**src/rtl/sync_fifo_pkg.sv**
```systemverilog
// Shared helpers for the parametrised synchronous FIFO: address-width and
// parameter-legality functions evaluated at elaboration time.
package sync_fifo_pkg;

    function automatic int clog2_f(input int n);
        int r;
        r = 0;
        for (int i = 0; i < 32; i++) begin
            if ((1 << r) < n) r = r + 1;
        end
        return r;
    endfunction

    function automatic bit is_pow2(input int n);
        return (n > 0) && ((n & (n - 1)) == 0);
    endfunction

    function automatic bit fifo_params_ok(input int data_w, input int depth,
                                          input int af_level, input int ae_level);
        return (data_w >= 1) && is_pow2(depth) && (depth >= 4) &&
               (ae_level > 0) && (ae_level < af_level) && (af_level <= depth);
    endfunction

endpackage

```
**src/rtl/fifo_mem_2p.sv**
```systemverilog
// DATA_W x DEPTH register array: synchronous write port, combinational read port.
module fifo_mem_2p
    import sync_fifo_pkg::*;
#(
    parameter int DATA_W = 8,
    parameter int DEPTH  = 16
) (
    input  logic                        clk,
    input  logic                        i_we,
    input  logic [clog2_f(DEPTH)-1:0]   i_waddr,
    input  logic [DATA_W-1:0]           i_wdata,
    input  logic [clog2_f(DEPTH)-1:0]   i_raddr,
    output logic [DATA_W-1:0]           o_rdata
);

    logic [DATA_W-1:0] r_mem [DEPTH];

    // Storage is deliberately left unreset; flags guard against stale reads.
    always_ff @(posedge clk) begin
        if (i_we) r_mem[i_waddr] <= i_wdata;
    end

    assign o_rdata = r_mem[i_raddr];

endmodule

```
**src/rtl/sync_fifo_param.sv**
```systemverilog
// Parametrised single-clock FIFO with occupancy count, threshold flags and
// sticky error flags. Define SYNC_FIFO_FWFT_EN for first-word-fall-through reads.
module sync_fifo_param
    import sync_fifo_pkg::*;
#(
    parameter int DATA_W   = 8,
    parameter int DEPTH    = 16,
    parameter int AF_LEVEL = DEPTH - 2,
    parameter int AE_LEVEL = 2
) (
    input  logic                        clk,
    input  logic                        rst_n,
    input  logic                        w_en,
    input  logic                        r_en,
    input  logic [DATA_W-1:0]           data_in,
    output logic [DATA_W-1:0]           data_out,
    output logic                        full,
    output logic                        empty,
    output logic                        almost_full,
    output logic                        almost_empty,
    output logic [clog2_f(DEPTH):0]     count,
    input  logic                        err_clr,
    output logic                        overflow,
    output logic                        underflow
);

    localparam int AW = clog2_f(DEPTH);
    localparam int PW = AW + 1;

    if (!fifo_params_ok(DATA_W, DEPTH, AF_LEVEL, AE_LEVEL)) begin : g_bad_params
        $error("sync_fifo_param: illegal DATA_W/DEPTH/AF_LEVEL/AE_LEVEL combination");
    end

    logic [PW-1:0]      r_wr_ptr;
    logic [PW-1:0]      r_rd_ptr;
    logic [PW-1:0]      r_count;
    logic               r_ovf;
    logic               r_udf;
    logic               w_wr_ok;
    logic               w_rd_ok;
    logic               w_full;
    logic               w_empty;
    logic [DATA_W-1:0]  w_rdata;

    // Flags decode straight from the registered count, so they move with it.
    assign w_full  = (r_count == PW'(DEPTH));
    assign w_empty = (r_count == '0);

    // A write while full is accepted only if a read frees a slot in the same cycle.
    assign w_wr_ok = w_en & (~w_full | r_en);
    assign w_rd_ok = r_en & ~w_empty;

    always_ff @(posedge clk or negedge rst_n) begin
        if (!rst_n) begin
            r_wr_ptr <= '0;
            r_rd_ptr <= '0;
            r_count  <= '0;
            r_ovf    <= 1'b0;
            r_udf    <= 1'b0;
        end else begin
            if (w_wr_ok) r_wr_ptr <= r_wr_ptr + PW'(1);
            if (w_rd_ok) r_rd_ptr <= r_rd_ptr + PW'(1);
            r_count <= r_count + PW'(w_wr_ok) - PW'(w_rd_ok);
            // A fresh error event outranks a simultaneous clear.
            r_ovf   <= (w_en & w_full & ~r_en) | (r_ovf & ~err_clr);
            r_udf   <= (r_en & w_empty) | (r_udf & ~err_clr);
        end
    end

    fifo_mem_2p #(
        .DATA_W (DATA_W),
        .DEPTH  (DEPTH)
    ) u_mem (
        .clk     (clk),
        .i_we    (w_wr_ok),
        .i_waddr (r_wr_ptr[AW-1:0]),
        .i_wdata (data_in),
        .i_raddr (r_rd_ptr[AW-1:0]),
        .o_rdata (w_rdata)
    );

`ifdef SYNC_FIFO_FWFT_EN
    assign data_out = w_rdata;
`else
    logic [DATA_W-1:0] r_dout;

    always_ff @(posedge clk or negedge rst_n) begin
        if (!rst_n)       r_dout <= '0;
        else if (w_rd_ok) r_dout <= w_rdata;
    end

    assign data_out = r_dout;
`endif

    assign full         = w_full;
    assign empty        = w_empty;
    assign almost_full  = (r_count >= PW'(AF_LEVEL));
    assign almost_empty = (r_count <= PW'(AE_LEVEL));
    assign count        = r_count;
    assign overflow     = r_ovf;
    assign underflow    = r_udf;

endmodule

```
**config.mk**
```make
export PLATFORM = sky130hd
export DESIGN_NAME = sync_fifo_param
export DESIGN_NICKNAME = d
export VERILOG_FILES = /design/src/rtl/sync_fifo_pkg.sv /design/src/rtl/fifo_mem_2p.sv /design/src/rtl/sync_fifo_param.sv
export SDC_FILE = /design/constraint.sdc
export NUM_CORES = 1
export LEC_CHECK = 0
export CAP_MARGIN = 5
export CORE_UTILIZATION = 35
export DETAILED_ROUTE_END_ITERATION = 10
export PLACE_DENSITY = 0.6
export SETUP_SLACK_MARGIN = 0.4
export SYNTH_ARGS = -nofsm -noshare
export SYNTH_HDL_FRONTEND = slang
export SYNTH_SLANG_ARGS = --single-unit
export TNS_END_PERCENT = 1
```
**constraint.sdc**
```tcl
create_clock -name clk -period 6.1 [get_ports clk]
set_input_delay 1.83 -clock clk [delete_from_list [all_inputs] [get_ports clk]]
set_output_delay 1.83 -clock clk [all_outputs]
set_load 0.05 [all_outputs]
```
# Yosys cells after proc, flatten, opt, wreduce, memory -nomap -nowiden

Memory sizes are Yosys's and may differ from the RTL's. A register that Yosys moved wholly into a read port is not among the register bits.
Index checks and enable logic that the tools add are counted.

RAM bits: 128
Register bits: 17
Word-level logic and storage cells: 31
Bits of input ports: 13
Memories: 1

Mux-type cells: 2
Reductions and logical operators: 2
$add $sub $neg: 4
Eq/ne operators: 1
Magnitude comparators: 2
Bitwise operators: 14

Memories:

| name        | words | width | rd ports | clocked after Yosys merged registers in | write ports | RTL line          | RTL |
|---|---|---|---|---|---|---|---|
| u_mem.r_mem | 16    | 8     | 1        | 1                                       | 1           | fifo_mem_2p.sv:16 | `logic [DATA_W-1:0] r_mem [DEPTH];` |

Operators by type and width:

| operator              | number |
|---|---|
| $add A5 B1 Y5 const B | 2 |
| $and A1 B1 Y1         | 7 |
| $add A5 B1 Y5         | 1 |
| $eq A5 B5 Y1 const B  | 1 |
| $ge A5 B4 Y1 const B  | 1 |
| $le A5 B2 Y1 const B  | 1 |
| $logic_not A5 Y1      | 1 |
| $sub A5 B1 Y5         | 1 |
| $not A1 Y1            | 4 |
| $or A1 B1 Y1          | 3 |
| $mux W1               | 2 |
| $logic_not A1 Y1      | 1 |

# Logic depth before layout (Yosys ltp)

Depth after elaboration: 6
Mapped depth: 15

# By module

Synthesis repeated with hierarchy kept, for this count alone.

Cells, all modules: 316
Area total of the unflattened synthesis: 6189.7 um^2

By module, submodules not included:

| module          | cells an instance | area an instance (um^2) | instances | sequential area each (um^2) |
|---|---|---|---|---|
| fifo_mem_2p     | 221               | 4987.3                  | 1         | 3843.7 |
| sync_fifo_param | 95                | 1202.4                  | 1         | 575.6 |

# Least setup slack after synthesis

Ideal clock, no wire load.

Path type: register -> output
Start: reg r_count[1] (netlist: count[1])
End: out almost_empty
Setup slack: 1652 ps
Cell stages (with the launch flop): 3
Arrival: 2618 ps
Required time: 4270 ps
Cell sequence: dfrtp_1 inv_1 o41ai_1

Longest elaborated chain between the ends: 1

RTL lines:

| element                  | RTL line              | RTL |
|---|---|---|
| start: declaration       | sync_fifo_param.sv:36 | `logic [PW-1:0] r_count;` |
| start signal: assignment | sync_fifo_param.sv:63 | `r_count <= r_count + PW'(w_wr_ok) - PW'(w_rd_ok);` |
| $le A5 B2 Y1             | sync_fifo_param.sv:98 | `assign almost_empty = (r_count <= PW'(AE_LEVEL));` |
| end: declaration         | sync_fifo_param.sv:20 | `output logic almost_empty,` |

No other way between the ends.

# Worst setup path after layout

Start: reg r_count[2] (netlist: count[2])
End: out almost_empty

Same word-level chain as after synthesis.

==> flow_summary.ini <==
[clocking]
clk_latency_ns = 0.41
cts_root_buf = clkbuf_16
clkTransAtPathRegs_ns = 0.06
ctsResizeCount = 0
cts.sinks = 151
tritoncts = built
cts_setup_buffers = 0
cts_buffers = 17
postCtsHoldBufs = 0
htree_num_levels = 4
clock_path_buffers = 2

[power]
p_leak_nw = 2.58
worst_ir_drop_vdd_v = 0.000422
p_per_area_nw_per_um2 = 493

[critical_path]
path_cells = inv_1 -> ha_1 -> inv_1 -> o41ai_1 -> clkdlybuf4s50_1
crit_top_cell = inv_1
rrSetupSlack_ns = 2.90
cp-start-kind = flip-flop
critical_path_class = flip-flop to primary output
path_max_fanout = 4
crit_slowest_cell = clkdlybuf4s50_1
reg2regPathDepth = 14
cp_data_arrival_time_ns = 2.41
cpPeakStageDelay_ns = 0.87
rr_endpoint = count[4]$_DFF_PN0_
cp.required_ns = 4.27
r2r-start = count[2]$_DFF_PN0_
worst_setup_path_end_kind = primary output

[synth]
synthSimpleGateAreaFrac_pct = 4.42
synth_fa_ha_area_share_pct = 3.33
synth_top_family_by_area = multiplexers
syn_area_um2 = 6230
synth_compound_area_share_pct = 2.19
yosysWarningCount = 0
syn_avg_cell_area_um2 = 18.7
synth_cell_types = 36
yosysSeqAreaShare_pct = 70.9
syn-num-nets = 363
synth_xor_area_share_pct = 1.26
synth-seq-cells = 151
synth.area.mux_share_pct = 14.5
synth_cells = 334

[grt]
grt_pass1_wl_um = 18500
grtUsageTotal_pct = 14.3
grt_remaining_overflow = 0
grt_pass1_vias = 3135
antenna_found_initial = 0
grt_max_degree = 33

[layout]
multiInputGateArea_um2 = 1610
syn_to_final_growth_pct = 17.5
final_nets = 403
regArea_um2 = 4420
antennaDiodeCount = 0
fin_cells = 612
layout_commonest_cell = edfxtp_1
fill_cells = 1477
final_cell_mix = edfxtp_1 (128), clkdlybuf4s50_1 (31), nand2_1 (24)
drive_gt1_share_pct = 12.1

[timing]
drv_slew = 0
fmax_mhz = 236
relSlewSlack_pct = 8.86
fin_crit_sh_pct = 69.5
fin_crit_ns = 4.24
hold_viol = 0
max_slew.worst_pin.slew_ns = 1.36
finClkSkew_ns = 0.00454
timing.setup.tns_ns = 0
finalSetupViolCount = 0
rsz0062_at_grt = false

[placed_design]
placedCellCount = 580
place_congestion = 0.789
port_buffers = 31
dp_hpwl_um = 7510

[status]
status = finished clean

[hold_path]
hold_depth = 2
min_delay_worst_endpoint = data_out[3]$_DFFE_PN0P_
min_from = data_out[3]$_DFFE_PN0P_
hold_class = flip-flop to flip-flop

[drt]
drtAntennaViolNets = 0
drc = 0
dr_total_vias = 2981
routed_wirelength_um = 11700
wl_per_cell_um = 19.1
firstDrtPassIters = 4
drtIter0Drc = 219
viasPerCell = 4.87

[die]
die_w_um = 135
start_util_pct = 35.9
core-area_um2 = 17400
die_h_um = 135
rows = 48
dieArea_um2 = 18400
io_pins = 32

[flow_run]
maxCapViolCount = 0
[stage by stage]
stage / total power, W / setup slack (ns) / hold WS, ns / utilization, % / area, µm²
floorplan: 0.00228 / 1.65 / 0.515 / - / 6230
detailed placement: 0.00257 / 1.78 / 0.479 / 38.7 / 6710
global route: 0.00378 / 1.72 / 0.541 / 42.2 / 7320
finish: 0.00361 / 1.86 / 0.498 / 42.2 / 7320
CTS: 0.00365 / 1.84 / 0.498 / 42.2 / 7320
global placement: 0.00255 / 1.82 / 0.487 / 38.7 / 6710
[cell usage after synthesis]
cell	instances	share of area, %
buf_2	2	0.16
o21ai_0	2	0.16
xor2_1	2	0.28
nand4_1	4	0.40
inv_4	1	0.10
nand4bb_1	1	0.18
mux4_1	15	6.3
nand2b_1	4	0.40
edfxtp_1	128	62
nor3_1	4	0.32
nor2_1	17	1.0
inv_1	16	0.96
nor4b_2	1	0.24
ha_1	15	3.0
buf_8	1	0.24
nand2_1	24	1.4
buf_6	5	0.90
buf_1	2	0.12
o21bai_1	1	0.12
dfrtp_1	23	9.2
o21a_1	1	0.12
a21oi_1	2	0.16
a22oi_1	3	0.36
buf_4	2	0.24
mux2i_1	22	3.5
o41ai_1	1	0.14
o32ai_1	1	0.14
o221ai_1	7	0.98
nand3_1	1	0.080
xnor2_1	7	0.98
mux4_2	13	4.7
buf_12	2	0.64
and2_1	1	0.10
and2b_1	1	0.12
nor2b_1	1	0.10
fa_1	1	0.32
[routing by layer]
metal / track usage, % / part of all wire [%] / vias to the layer above
li1: - / - / 1386
met1: 18.6 / 47 / 1533
met2: 22.7 / 49 / 52
met3: 4.00 / 3.0 / 10
met4: 5.43 / 1.1 / 0
met5: 0 / 0 / -
[cells by family after synthesis]
family	Yosys count
xor gates and xnor gates	9
buffers and inverters	31
adders and majority gates	16
AOI/OAI and AO/OA	18
DFF	151
and+or+nand+nor	59
muxes	50
[cell type report]
| cell class | count | share of cell area, % |
|---|---|---|
| tap | 225 | 3.84 |
| timing repair buffer | 35 | 4.65 |
| multi-input combinational | 152 | 21.9 |
| clock buffer | 23 | 6.25 |
| inverter | 17 | 0.906 |
| clock inverter | 9 | 2.07 |
| sequential | 151 | 60.4 |
[worst max-delay path: cells and delay by family (launching register included)]
family / cells / cell delay (ns)
adders and majority gates: 1 / 0.20
DFF: 1 / 0.42
AOI/OAI and AO/OA: 1 / 0.33
buffers and inverters: 3 / 1.05
[power by group]
part | leakage (nW) | switching, W | total, W | internal (W)
clock | 0.295 | 0.000379 | 0.00107 | 0.000694
sequential | 1.43 | 0.0000994 | 0.00139 | 0.00129
combinational | 0.848 | 0.000679 | 0.00115 | 0.000468
total | 2.58 | 0.00116 | 0.00361 | 0.00245
[sequential cells by signal, summed over array words and instances (netlist names)]
name and flops:
data_out 8, underflow 1, u_mem.r_mem 128, r_wr_ptr 4
overflow 1, count 5, r_rd_ptr 4
[worst max path at each step]
stage,from,endpoint,depth (start not counted)
final,count[2]$_DFF_PN0_,almost_empty,5
after global routing,count[2]$_DFF_PN0_,empty,4
after CTS,count[2]$_DFF_PN0_,almost_empty,5
after detailed placement,r_en,count[4]$_DFF_PN0_,12
after global placement,r_en,count[4]$_DFF_PN0_,12
after floorplan,count[1]$_DFF_PN0_,almost_empty,2
(Power assumes the default switching activity.)
